### config.mk
export PLATFORM = sky130hd
export DESIGN_NAME = uart_tx
export DESIGN_NICKNAME = d
export VERILOG_FILES = /design/src/rtl/uart_pkg.sv /design/src/rtl/uart_baud_cnt.sv /design/src/rtl/uart_tx.sv
export SDC_FILE = /design/constraint.sdc
export NUM_CORES = 1
export LEC_CHECK = 0
export CAP_MARGIN = 10
export CORE_MARGIN = 2
export CORE_UTILIZATION = 55
export CTS_CLUSTER_SIZE = 16
export DETAILED_ROUTE_END_ITERATION = 12
export DONT_BUFFER_PORTS = 1
export PLACE_DENSITY_LB_ADDON = 0.05
export SLEW_MARGIN = 20
export SYNTH_ARGS = -nofsm -noshare
export SYNTH_HDL_FRONTEND = slang
export SYNTH_HIERARCHICAL = 1
export SYNTH_SLANG_ARGS = --single-unit
### constraint.sdc
create_clock -name clk -period 4.11 [get_ports clk]
set_input_delay 0.822 -clock clk [delete_from_list [all_inputs] [get_ports clk]]
set_output_delay 0.822 -clock clk [all_outputs]
set_load 0.05 [all_outputs]
### src/rtl/uart_pkg.sv
// Shared UART types and line levels used by the transmit and receive paths.
package uart_pkg;

  typedef enum logic [2:0] {
    TX_IDLE,
    TX_START,
    TX_DATA,
    TX_PARITY,
    TX_STOP
  } tx_state_e;

  localparam logic UART_IDLE_LVL  = 1'b1;
  localparam logic UART_START_LVL = 1'b0;

endpackage

### src/rtl/uart_baud_cnt.sv
// Per-bit clock divider: bit_end pulses in the last clk of every CLKS_PER_BIT-clk bit period.
module uart_baud_cnt #(
  parameter int unsigned CLKS_PER_BIT = 16
) (
  input  logic clk,
  input  logic rst_n,
  input  logic clear,
  output logic bit_end
);

  localparam int unsigned CntW = $clog2(CLKS_PER_BIT);

  logic [CntW-1:0] cnt_q, cnt_d;

  assign bit_end = (cnt_q == CntW'(CLKS_PER_BIT - 1));

  always_comb begin
    cnt_d = cnt_q + 1'b1;
    if (clear || bit_end) cnt_d = '0;
  end

  always_ff @(posedge clk or negedge rst_n) begin
    if (!rst_n) cnt_q <= '0;
    else        cnt_q <= cnt_d;
  end

endmodule

### src/rtl/uart_tx.sv
// UART transmit serializer fed from a first-word-fall-through FIFO read port.
module uart_tx
  import uart_pkg::*;
#(
  parameter int unsigned CLKS_PER_BIT = 16,
  parameter int unsigned DATA_BITS    = 8,
  parameter int unsigned STOP_BITS    = 1
) (
  input  logic                 clk,
  input  logic                 rst_n,
  input  logic                 tx_en,
  input  logic                 parity_en,
  input  logic                 parity_odd,
  input  logic                 fifo_empty,
  input  logic [DATA_BITS-1:0] fifo_rd_data,
  output logic                 fifo_rd_en,
  output logic                 txd,
  output logic                 busy,
  output logic                 frame_done
);

  localparam int unsigned IdxW = $clog2(DATA_BITS);

  tx_state_e state_q, state_d;

  logic                 bit_end;
  logic                 last_stop;
  logic                 pop;
  logic [DATA_BITS-1:0] shreg_q, shreg_d;
  logic                 parity_q, parity_d;
  logic                 par_en_q, par_en_d;
  logic [IdxW-1:0]      bit_idx_q, bit_idx_d;
  logic                 stop_idx_q, stop_idx_d;
  logic                 txd_q, txd_d;

  uart_baud_cnt #(
    .CLKS_PER_BIT(CLKS_PER_BIT)
  ) u_baud_cnt (
    .clk    (clk),
    .rst_n  (rst_n),
    .clear  ((state_q == TX_IDLE) || (state_d != state_q)),
    .bit_end(bit_end)
  );

  assign last_stop = (state_q == TX_STOP) && bit_end && (stop_idx_q == 1'(STOP_BITS - 1));

  // rst_n gating keeps the pop strobe quiet while reset holds the FSM in IDLE.
  assign pop = rst_n && tx_en && !fifo_empty && ((state_q == TX_IDLE) || last_stop);

  always_ff @(posedge clk or negedge rst_n) begin
    if (!rst_n) state_q <= TX_IDLE;
    else        state_q <= state_d;
  end

  always_comb begin
    state_d = state_q;
    unique case (state_q)
      TX_IDLE:   if (pop) state_d = TX_START;
      TX_START:  if (bit_end) state_d = TX_DATA;
      TX_DATA: begin
        if (bit_end && (bit_idx_q == IdxW'(DATA_BITS - 1))) begin
          state_d = par_en_q ? TX_PARITY : TX_STOP;
        end
      end
      TX_PARITY: if (bit_end) state_d = TX_STOP;
      TX_STOP:   if (last_stop) state_d = pop ? TX_START : TX_IDLE;
      default:   state_d = TX_IDLE;
    endcase
  end

  always_comb begin
    fifo_rd_en = pop;
    busy       = (state_q != TX_IDLE) || pop;
    frame_done = last_stop;
    txd        = txd_q;
    txd_d      = UART_IDLE_LVL;
    unique case (state_d)
      TX_IDLE:   txd_d = UART_IDLE_LVL;
      TX_START:  txd_d = UART_START_LVL;
      TX_DATA:   txd_d = shreg_d[0];
      TX_PARITY: txd_d = parity_q;
      TX_STOP:   txd_d = UART_IDLE_LVL;
      default:   txd_d = UART_IDLE_LVL;
    endcase
  end

  always_comb begin
    shreg_d    = shreg_q;
    parity_d   = parity_q;
    par_en_d   = par_en_q;
    bit_idx_d  = '0;
    stop_idx_d = 1'b0;
    if (pop) begin
      shreg_d  = fifo_rd_data;
      parity_d = (^fifo_rd_data) ^ parity_odd;
      par_en_d = parity_en;
    end else if ((state_q == TX_DATA) && bit_end) begin
      shreg_d = shreg_q >> 1;
    end
    if (state_q == TX_DATA) bit_idx_d = bit_end ? bit_idx_q + 1'b1 : bit_idx_q;
    if (state_q == TX_STOP) stop_idx_d = bit_end ? ~stop_idx_q : stop_idx_q;
  end

  always_ff @(posedge clk or negedge rst_n) begin
    if (!rst_n) begin
      shreg_q    <= '0;
      parity_q   <= 1'b0;
      par_en_q   <= 1'b0;
      bit_idx_q  <= '0;
      stop_idx_q <= 1'b0;
      txd_q      <= UART_IDLE_LVL;
    end else begin
      shreg_q    <= shreg_d;
      parity_q   <= parity_d;
      par_en_q   <= par_en_d;
      bit_idx_q  <= bit_idx_d;
      stop_idx_q <= stop_idx_d;
      txd_q      <= txd_d;
    end
  end

endmodule

# Yosys cells after proc, flatten, opt, wreduce, memory -nomap -nowiden
# Cells that the tools add are included.
[totals]
regBits = 22
inputBits = 14
output_inout_bits = 4
elab_cells = 57
[op_classes]
add_sub_neg = 2
eq_ne = 12
mux = 16
bitwise = 2
n_reduce_logical = 16
[op_table]
columns = ["operator", "count"]
rows = [
  ["3-bit 2-to-1 mux", 8],
  ["8-bit 2-to-1 mux", 2],
  ["3-bit case mux with 5 select lines", 1],
  ["3-bit by 2-bit equality test with 1-bit output, second input constant", 4],
  ["8-bit parity", 1],
  ["1-bit logical AND", 7],
  ["3-bit by 1-bit equality test with 1-bit output, second input constant", 2],
  ["3-bit equality test, second input constant", 2],
  ["4-bit by 1-bit adder with 4-bit output, second input constant", 1],
  ["4-bit equality test, second input constant", 1],
  ["1-bit logical OR", 4],
  ["4-bit 2-to-1 mux", 1],
  ["2-bit != test, second input constant", 2],
  ["3-bit by 1-bit adder with 3-bit output, second input constant", 1],
  ["3-bit logical NOT", 1],
  ["1-bit 2-to-1 mux", 3],
  ["3-bit != test", 1],
  ["1-bit case mux with 3 select lines", 1],
  ["3-bit nonzero test", 1],
  ["2-bit nonzero test", 1],
  ["1-bit logical NOT", 1],
  ["1-bit inverter", 1],
  ["1-bit bitwise XOR", 1],
]

# Longest topological paths before layout
# Gate-level depths: netlist of run 1.
[logic_depth]
ltp_word = 12
ltp_mapped = 8
ltp_nobuf = 7

# Hierarchy
# The synthesis of run 1 kept the hierarchy.
[modules_own_cells]
columns = ["module", "instances", "cells_per_inst", "area_per_inst_um2", "seq_area_each_um2"]
rows = [
  ["uart_tx", 1, 94, 1004.7, 451.7],
  ["uart_baud_cnt", 1, 13, 171.4, 100.1],
]

# Worst setup path before layout of run 1
# OpenSTA, ideal clock, no wires.
[synth_path]
path_kind = "in2out"
startpoint = "input port fifo_empty"
endpoint = "output port fifo_rd_en"
t_arrival_ns = 1.594
required_time_ns = 3.288
path_slack_ns = 1.694
stages = 3
n_path_buf = 1
cell_sequence = "nand3b_1 a211oi_4 buf_6"
[synth_via]
elab_chain_cells = 3
[synth_lines]
columns = ["element", "line", "source"]
rows = [
  ["start: declaration", "uart_tx.sv:14", "input logic fifo_empty,"],
  ["1-bit logical NOT", "uart_tx.sv:48", "assign pop = rst_n && tx_en && !fifo_empty && ((state_q == TX_IDLE) || last_stop);"],
  ["1-bit logical AND (2 in a row)", "uart_tx.sv:48", ""],
  ["end: declaration", "uart_tx.sv:16", "output logic fifo_rd_en,"],
]
# No other way between the ends.

# Worst setup path after layout of run 1
[layout_path]
startpoint = "register u_baud_cnt.cnt_q[0]"
endpoint = "output port frame_done"
[layout_via]
elab_chain_cells = 3
[layout_lines]
columns = ["element", "line", "source"]
rows = [
  ["start: declaration", "uart_baud_cnt.sv:13", "logic [CntW-1:0] cnt_q, cnt_d;"],
  ["start signal: assignment", "uart_baud_cnt.sv:24", "else cnt_q <= cnt_d;"],
  ["4-bit equality test", "uart_baud_cnt.sv:15", "assign bit_end = (cnt_q == CntW'(CLKS_PER_BIT - 1));"],
  ["named net bit_end", "uart_tx.sv:26", "logic bit_end;"],
  ["1-bit logical AND (2 in a row)", "uart_tx.sv:45", "assign last_stop = (state_q == TX_STOP) && bit_end && (stop_idx_q == 1'(STOP_BITS - 1));"],
  ["end: declaration", "uart_tx.sv:19", "output logic frame_done"],
]
# The timed path passes the listed nets, and every way through them passes these cells.

==> run_results.csv, run 1 <==
group,metric,value,unit
status,status,"completed",
synthesis,seq_area_frac_synth,46.9,%
synthesis,yosys_warnings,6,
detailed_routing,vias,823,
floorplanning,die-area,2520,sq um
min_path,hold_class,"primary input to async pin",
timing,setup_viol,0,
global_routing,antenna_found_initial,0,
global_routing,grt_max_degree,24,
synthesis,ys.flop_type,"dfrtp_1",
job,cap_violations,0,
cells_and_area,layout_common_cells,"21 x dfrtp_1, 8 x nor2_1, 7 x a21o_1, 7 x xnor2_1",
setup_path,critPathSlowestCell,"nor2_1",
setup_path,rrSetupSlack,1.99,ns
timing,final.setup.tns,0,ns
detailed_routing,drt_pass1_iterations,4,
timing,period_needed,3.00,ns
setup_path,ff2ff_path_depth,6,
timing,worst_pin_slew,0.907,ns
clocking,cts_tree,"done",
synthesis,syn_area,1180,sq um
place,gp_congestion,0.792,
global_routing,grt_pass1_vias,807,
synthesis,synth_top_area_share,44.7,%
clocking,ctsHoldBuffers,0,
floorplanning,start_util,59.3,%
setup_path,timing.rr.start,"u_baud_cnt/cnt_q[0]",
cells_and_area,nNetsFinal,129,
synthesis,yosysTopAreaCell,"dfrtp_1",
clocking,postCtsSetupRepairBufs,0,
timing,fmax,333,MHz
clocking,clk_path_buf_depth,2,
setup_path,arrival,2.18,ns
detailed_routing,ant_nets,0,
timing,maxSlewViolCount,0,
cells_and_area,drive_gt1_share,11.7,%
floorplanning,core,1980,sq um
synthesis,synth.distinct_cells,38,
synthesis,netlist_top_cells_area,"dfrtp_1 45%, xnor2_1 5.2%, a21o_1 4.5%, a22o_1 4.5%, ha_1 3.2%",
place,place_hpwl,1540,microns
clocking,htreeDepth,1,
clocking,cts.reportedPaths.clkPinSlew,0.13,ns
setup_path,reg2reg_to,"shreg_q[0]",
clocking,clk_latency,0.31,ns
cells_and_area,final_common_cell,"dfrtp_1",
synthesis,synth_area_per_cell,11.0,sq um
floorplanning,placementRows,16,
global_routing,overflow,0,
timing,slew_headroom,39.3,%
detailed_routing,drt_iter0_drc,14,
clocking,cts_resized,0,
timing,period_share,73.0,%
global_routing,grtUsageTotal,19.0,%
setup_path,crit_fanout,14,
synthesis,syn_nets,124,
timing,rsz0062_at_grt,"no",
cells_and_area,synthToLayoutAreaGrowth,5.85,%
setup_path,critPathKind,"flip-flop to output pin",
clocking,cts_buffers,3,
detailed_routing,vias_per_cell,5.96,
synthesis,ys_seq_elements,22,
power,p_total,713,uW
detailed_routing,routed_wirelength,2060,microns
power,total_leakage_power,0.562,nW
cells_and_area,antenna_cells,0,
floorplanning,die_h,50.2,microns
detailed_routing,wl_per_cell,14.9,microns
setup_path,crit_required,3.29,ns
place,numPortBuffers,0,
timing,fin_skew,0.00626,ns
floorplanning,die_w,50.2,microns
synthesis,synth-edff-count,0,
synthesis,synth-async-reset-ratio,100,%
setup_path,endpoint_kind,"output pin",
power,powerDensity,573,nW/um^2
setup_path,startpoint_type,"flip-flop",
detailed_routing,drc,0,
power,ir_drop,328,uV
clocking,cts.sinks,22,
global_routing,grt_first_pass_wirelength,3620,microns
synthesis,synth_cells,107,
clocking,cts-root-buf,"clkbuf_4",
timing,hold_violations,0,
floorplanning,ios,18,
setup_path,crit_path_cell_trace,"ha_1 -> and3_4 -> nand2b_1 -> nor2_1",
setup_path,slowest_delay,0.73,ns
-- final cells by class --
cell class / count / area, sq um
clock buffer: 4 / 36.3
fill: 164 / 737
inverter: 4 / 15.0
multi-input combinational: 78 / 586
sequential: 22 / 552
tap: 27 / 33.8
timing repair buffer: 3 / 22.5
-- worst max path at each step --
stage	from	to	cells after the start
floorplan	fifo_empty	fifo_rd_en	3
global placement	u_baud_cnt/cnt_q[0]	frame_done	4
detailed placement	u_baud_cnt/cnt_q[0]	frame_done	4
CTS	u_baud_cnt/cnt_q[0]	frame_done	4
global route	u_baud_cnt/cnt_q[0]	frame_done	4
finish	u_baud_cnt/cnt_q[0]	frame_done	4
-- kinds of logic after synthesis --
group | Yosys count | synth area share (%)
multiplexers | 6 | 5.74
AO/OA/AOI/OAI | 27 | 17.3
AND/OR/NAND/NOR | 33 | 15.6
adder cells (fa/ha/maj) | 3 | 3.19
flip-flops | 22 | 46.9
XOR/XNOR | 9 | 7.87
buffers and inverters | 7 | 3.30
-- stage by stage --
| step | instances | utilization (%) | hold WS (ns) | worst slack [ns] | instance area [sq um] |
|---|---|---|---|---|---|
| finish | 138 | 62.8 | 0.181 | 1.11 | 1240 |
| global placement | 134 | 61.0 | 0.459 | 1.55 | 1210 |
| CTS | 138 | 62.8 | 0.181 | 1.10 | 1240 |
| floorplan | 107 | - | 0.449 | 1.69 | 1180 |
| detailed placement | 134 | 61.0 | 0.466 | 1.45 | 1210 |
| global route | 138 | 62.8 | 0.166 | 0.957 | 1240 |
-- metal layers --
metal  routed length [microns]  track usage, %
met4                        31            8.33
met3                        58            2.38
met5                         0               0
met2                      1010            32.2
met1                       955            24.3
-- synth_stat cells (2+ instances only) --
library cell  instances
inv_1                 4
nor2_1                8
nand3b_1              2
o21ai_0               3
xnor2_1               7
a22o_1                6
nor3b_1               2
nand2b_1              6
a21oi_1               2
ha_1                  3
mux2i_1               3
o21ai_1               2
a31oi_1               2
nand3_1               3
nand2_1               4
a21o_1                7
nor3_1                2
dfrtp_1              21
-- critical path: cells and delay by family, from the launching register on --
| kind | cells | cell delay [ns] |
|---|---|---|
| simple gates | 3 | 1.22 |
| flops | 1 | 0.41 |
| fa+ha+maj | 1 | 0.23 |
-- sequential cells by signal (all words and copies together), names as in the netlist --
name,count
shreg_q,8
stop_idx_q,1
u_baud_cnt/cnt_q,4
state_q,3
par_en_q,1
parity_q,1
txd,1
bit_idx_q,3
-- where the power goes --
part,switching (mW),leakage (nW),total (mW),internal (mW)
registers,0.0763,0.275,0.379,0.303
clock network,0.0675,0.0210,0.122,0.0541
logic,0.100,0.265,0.213,0.112
No activity file was read; power rests on OpenSTA's default activity.
==> inputs of run 2 (changes only) <==
Clock period 4.11 ns to 2.75 ns, I/O delays scaled along.
==> run 2 against run 1 <==
Combinational power increased by 55%. Die area unchanged. Via count decreased by 0.85%. Power increased by 52%. Sequential share of layout area decreased by 0.48 points. Utilization increased by 0.69 points. Design area increased by 1.1%. Critical endpoint is now fifo_rd_en. Sequential power increased by 53%. Largest power group unchanged. Register-to-register slack got worse by 1.4 ns. Cell count increased by 0.72%.
==> run_results.csv, run 2 (synthesized netlist as in run 1, its figures left out) <==
group,metric,value,unit
status,status,"completed",
floorplanning,ios,18,
cells_and_area,final_common_cell,"dfrtp_1",
setup_path,crit_required,2.20,ns
timing,final.setup.tns,0,ns
setup_path,ff2ff_path_depth,5,
cells_and_area,multi_input_area,586,sq um
setup_path,reg2reg_to,"shreg_q[0]",
global_routing,grt_max_degree,22,
clocking,cts_tree,"done",
setup_path,rrSetupSlack,0.57,ns
power,swShare,35.2,%
timing,fmax,390,MHz
global_routing,grtUsageTotal,19.9,%
job,cap_violations,0,
cells_and_area,antenna_cells,0,
detailed_routing,vias_per_cell,5.87,
power,p_clk_share,16.2,%
timing,setup_viol,0,
floorplanning,core,1980,sq um
floorplanning,start_util,59.3,%
clocking,cts_buffers,3,
global_routing,antenna_found_initial,0,
floorplanning,die_h,50.2,microns
floorplanning,placementRows,16,
clocking,clk_latency,0.31,ns
clocking,htreeDepth,1,
cells_and_area,nNetsFinal,130,
timing,maxSlewViolCount,0,
place,numPortBuffers,0,
timing,hold_violations,0,
detailed_routing,vias,816,
power,seqPwrFrac,53.3,%
cells_and_area,synthToLayoutAreaGrowth,7.02,%
cells_and_area,reg_top3,"shreg_q (8), u_baud_cnt/cnt_q (4)",
clocking,cts.reportedPaths.clkPinSlew,0.12,ns
place,place_hpwl,1570,microns
detailed_routing,wl_per_cell,15.6,microns
power,p_total,1.08,mW
timing,period_share,93.2,%
timing,rsz0062_at_grt,"no",
detailed_routing,drc,0,
detailed_routing,ant_nets,0,
detailed_routing,drt_iter0_drc,21,
cells_and_area,largest_reg_flops,8,
power,powerDensity,861,nW/um^2
timing,worst_pin_slew,0.893,ns
detailed_routing,drt_pass1_iterations,4,
setup_path,endpoint_kind,"output pin",
timing,slew_headroom,40.3,%
cells_and_area,layout_common_cells,"21 x dfrtp_1, 8 x nor2_1, 7 x a21o_1, 7 x xnor2_1",
global_routing,overflow,0,
setup_path,crit_fanout,14,
power,ir_drop,527,uV
clocking,cts.sinks,22,
power,netSwitchingPower,381,uW
power,power_frac_comb,30.5,%
timing,period_needed,2.56,ns
global_routing,grt_first_pass_wirelength,3790,microns
setup_path,timing.rr.start,"u_baud_cnt/cnt_q[0]",
cells_and_area,drive_gt1_share,11.6,%
detailed_routing,routed_wirelength,2170,microns
place,gp_congestion,0.851,
timing,fin_skew,0.00762,ns
setup_path,critPathKind,"flip-flop to output pin",
cells_and_area,seq_area,552,sq um
power,intPower,702,uW
clocking,clk_path_buf_depth,2,
cells_and_area,fillers,154,
min_path,hold_class,"primary input to async pin",
setup_path,arrival,2.01,ns
setup_path,startpoint_type,"flip-flop",
floorplanning,die_w,50.2,microns
cells_and_area,top_register,"shreg_q",
global_routing,grt_pass1_vias,842,
floorplanning,die-area,2520,sq um
clocking,cts-root-buf,"clkbuf_4",
power,total_leakage_power,0.567,nW
==> run 2: cell types whose count changed in the layout (fill, tap and decap cells not counted) <==
| cell | change |
|---|---|
| buf_6 | +1 |
| buf_4 | -1 |
| dlygate4sd3_1 | +1 |
==> run 2: critical path, stage by stage, from the launching register on <==
cell	delay, ns
dfrtp_1	0.43
ha_1	0.24
and3_4	0.31
nand2b_1	0.19
a211oi_4	0.28
buf_6	0.24
==> run 2: worst max-delay path by stage <==
| stage | from | endpoint | cells past startpoint |
|---|---|---|---|
| 2_1_floorplan | u_baud_cnt/cnt_q[0] | frame_done | 4 |
| 3_3_place_gp | u_baud_cnt/cnt_q[0] | fifo_rd_en | 5 |
| 3_5_place_dp | u_baud_cnt/cnt_q[0] | fifo_rd_en | 5 |
| 4_1_cts | u_baud_cnt/cnt_q[0] | fifo_rd_en | 5 |
| 5_1_grt | u_baud_cnt/cnt_q[0] | fifo_rd_en | 5 |
| 6_report | u_baud_cnt/cnt_q[0] | fifo_rd_en | 5 |
==> run 2: through the flow <==
stage / hold slack (ns) / setup slack (ns) / cells / utilization (%) / cell area, sq um
6_report: 0.0608 / 0.188 / 139 / 63.5 / 1260
5_1_grt: 0.0283 / 0.0388 / 139 / 63.5 / 1260
4_1_cts: 0.0510 / 0.156 / 139 / 63.3 / 1250
3_5_place_dp: 0.255 / 0.523 / 134 / 61.0 / 1210
3_3_place_gp: 0.255 / 0.599 / 134 / 61.0 / 1210
2_1_floorplan: 0.254 / 0.612 / 107 / - / 1180
==> run 2: power groups by stage <==
stage	clock network (mW)	logic, mW	registers [mW]
global placement	0	0.310	0.574
finish	0.175	0.330	0.578
detailed placement	0	0.325	0.579
floorplan	0	0.273	0.550
CTS	0.183	0.333	0.574
global route	0.198	0.366	0.594
==> run 2: what timing repair did <==
| action | CTS | global route |
|---|---|---|
| endpoints found under the setup margin | 0 | 1 |
| gates resized for setup | 0 | 1 |
| hold buffers | 1 | 0 |
| endpoints found under the hold margin | 21 | 0 |
| buffers inserted | 0 | 0 |
==> run 2: final cells by class <==
| class | count | area share (%) |
|---|---|---|
| Sequential cell | 22 | 43.8 |
| Clock buffer | 4 | 2.88 |
| Inverter | 4 | 1.19 |
| Tap cell | 27 | 2.68 |
| Multi-Input combinational cell | 78 | 46.5 |
| Timing Repair Buffer | 4 | 2.88 |
==> run 2: layer usage <==
metal | share of wire (%) | global-route usage (%) | routed length (microns) | up-vias
li1 | - | - | - | 390
met1 | 44 | 24.5 | 962 | 391
met2 | 49 | 31.6 | 1050 | 29
met3 | 5.4 | 6.85 | 118 | 6
met4 | 1.5 | 8.80 | 32 | 0
met5 | 0 | 0 | 0 | -
==> inputs of run 3 (changes only) <==
Settings changed: SETUP_SLACK_MARGIN set to 0.5.
==> run 3 against run 2 <==
Sequential power up 1%. Count of clock-buffer cells in the layout unchanged. Global-route usage up 1.9 points. First-iteration DRC count up 14%. Combinational power up 21%. Clock power about the same. Fmax up 15%. Sequential cell count unchanged. Clock skew about the same. Routed wire length up 16%.
==> run_results.csv, run 3 (synthesized netlist as in run 1, its figures left out) <==
group,metric,value,unit
detailed_routing,wl_per_cell,16.9,microns
floorplanning,placementRows,16,
power,total_leakage_power,0.633,nW
cells_and_area,antenna_cells,0,
cells_and_area,top_register,"shreg_q",
timing,worst_pin_slew,0.949,ns
setup_path,rrSetupSlack,0.70,ns
setup_path,critPathKind,"flip-flop to output pin",
power,powerDensity,825,nW/um^2
timing,slew_headroom,36.5,%
floorplanning,die_w,50.2,microns
timing,period_needed,2.22,ns
detailed_routing,drc,0,
setup_path,reg2reg_to,"u_baud_cnt/cnt_q[0]",
status,status,"completed",
detailed_routing,vias,874,
power,intPower,746,uW
setup_path,crit_required,2.20,ns
setup_path,critPathSlowestCell,"dfrtp_1",
cells_and_area,nNetsFinal,140,
clocking,clk_path_buf_depth,2,
place,gp_congestion,0.851,
place,dp_slack,0.523,ns
place,numPortBuffers,0,
place,place_hpwl,1570,microns
cells_and_area,fillers,131,
detailed_routing,routed_wirelength,2520,microns
cells_and_area,drive_gt1_share,22.1,%
setup_path,arrival,1.67,ns
setup_path,ff2ff_path_depth,8,
clocking,htreeDepth,1,
cells_and_area,final_cells,149,
clocking,clk_latency,0.32,ns
cells_and_area,final_common_cell,"dfrtp_1",
setup_path,endpoint_kind,"output pin",
timing,final.setup.tns,0,ns
cells_and_area,utilization,71.1,%
timing,maxSlewViolCount,0,
setup_path,crit_path_cell_trace,"ha_4 -> and3_4 -> nand2b_4 -> a211oi_4 -> buf_12",
timing,fin_skew,0.00795,ns
detailed_routing,ant_nets,0,
cells_and_area,largest_reg_flops,8,
setup_path,timing.rr.start,"u_baud_cnt/cnt_q[1]",
setup_path,crit_buf_inv,1,
global_routing,grtUsageTotal,21.8,%
floorplanning,core,1980,sq um
timing,fmax,450,MHz
job,cap_violations,0,
global_routing,antenna_found_initial,0,
clocking,cts-root-buf,"clkbuf_4",
setup_path,cp-startpoint,"u_baud_cnt/cnt_q[1]",
power,p_clk_share,15.3,%
min_path,hold_class,"primary input to async pin",
cells_and_area,layout_common_cells,"21 x dfrtp_1, 11 x buf_4, 8 x nor2_1",
timing,setup_viol,0,
cells_and_area,reg_top3,"shreg_q (8), u_baud_cnt/cnt_q (4)",
power,ir_drop,530,uV
floorplanning,start_util,59.3,%
setup_path,slowest_delay,0.42,ns
cells_and_area,synthToLayoutAreaGrowth,19.8,%
clocking,cts.sinks,22,
detailed_routing,drt_iter0_drc,24,
setup_path,crit_fanout,7,
setup_path,critPathTopFamily,"flip-flops",
clocking,cts.reportedPaths.clkPinSlew,0.12,ns
setup_path,cp.depth,5,
floorplanning,die_h,50.2,microns
global_routing,grt_first_pass_wirelength,4110,microns
place,placed_cells,134,
timing,hold_violations,0,
power,power_frac_comb,34.3,%
setup_path,critPathCapture,"fifo_rd_en",
power,swShare,35.8,%
setup_path,startpoint_type,"flip-flop",
global_routing,overflow,0,
power,netSwitchingPower,416,uW
global_routing,grt_pass1_vias,894,
clocking,cts_tree,"done",
detailed_routing,drt_pass1_iterations,4,
timing,period_share,80.7,%
floorplanning,die-area,2520,sq um
timing,layout_setup_ws,0.530,ns
clocking,cts_buffers,3,
power,seqPwrFrac,50.3,%
timing,rsz0062_at_grt,"yes",
detailed_routing,vias_per_cell,5.87,
floorplanning,ios,18,
global_routing,grt_max_degree,22,
run 3: cell types whose count changed in the layout (fill, tap and decap cells not counted), sizes merged:
cell and delta:
buf +9, bufbuf +1
run 3: timing repair:
action / 4_1_cts / 5_1_grt
hold buffers: 1 / 0
setup endpoints to repair: 2 / 11
buffers inserted: 4 / 5
pin swaps: 2 / 2
resized for setup: 5 / 5
gates cloned: 1 / 0
endpoints found under the hold margin: 21 / 0
run 3: worst min-delay path by stage:
stage                     start      endpoint  slack (ns)  cells after the start
after detailed placement  rst_n    shreg_q[5]        0.25                      0
after global routing      rst_n           txd        0.02                      0
after global placement    rst_n    shreg_q[5]        0.25                      0
after CTS                 rst_n           txd        0.05                      0
after floorplan           rst_n  bit_idx_q[0]        0.25                      0
final                     rst_n           txd        0.05                      0
run 3: power groups by stage:
stage          sequential (mW)  clock, mW  combinational, mW
2_1_floorplan            0.550          0              0.273
3_3_place_gp             0.574          0              0.310
3_5_place_dp             0.579          0              0.325
4_1_cts                  0.569      0.183              0.367
5_1_grt                  0.601      0.201              0.436
6_report                 0.585      0.178              0.399
run 3: worst register-to-register path: cells and delay by family (launching register included):
kind / cells / cell delay, ns
compound gates: 3 / 0.76
flops: 1 / 0.42
simple gates: 3 / 0.40
buf+inv: 1 / 0.20
fa+ha+maj: 1 / 0.17
run 3: layout make-up:
cell class	instances	area, sq um	share of cell area (%)
repair buffers	14	145	10.3
well taps	27	33.8	2.40
clock buffers	4	36.3	2.58
multi-input cells	78	627	44.5
inverters	4	15.0	1.07
flip-flops and latches	22	552	39.2
run 3: metal layers:
metal	share of wire, %	global-route usage [%]
met5	0	0
met1	42	26.0
met2	52	36.8
met4	1.5	7.41
met3	5.2	6.85
run 3: stage by stage:
stage	hold slack, ns	power, mW	area (sq um)
6_report	0.0532	1.16	1410
3_3_place_gp	0.255	0.884	1210
4_1_cts	0.0510	1.12	1340
5_1_grt	0.0223	1.24	1410
2_1_floorplan	0.254	0.824	1180
3_5_place_dp	0.255	0.904	1210
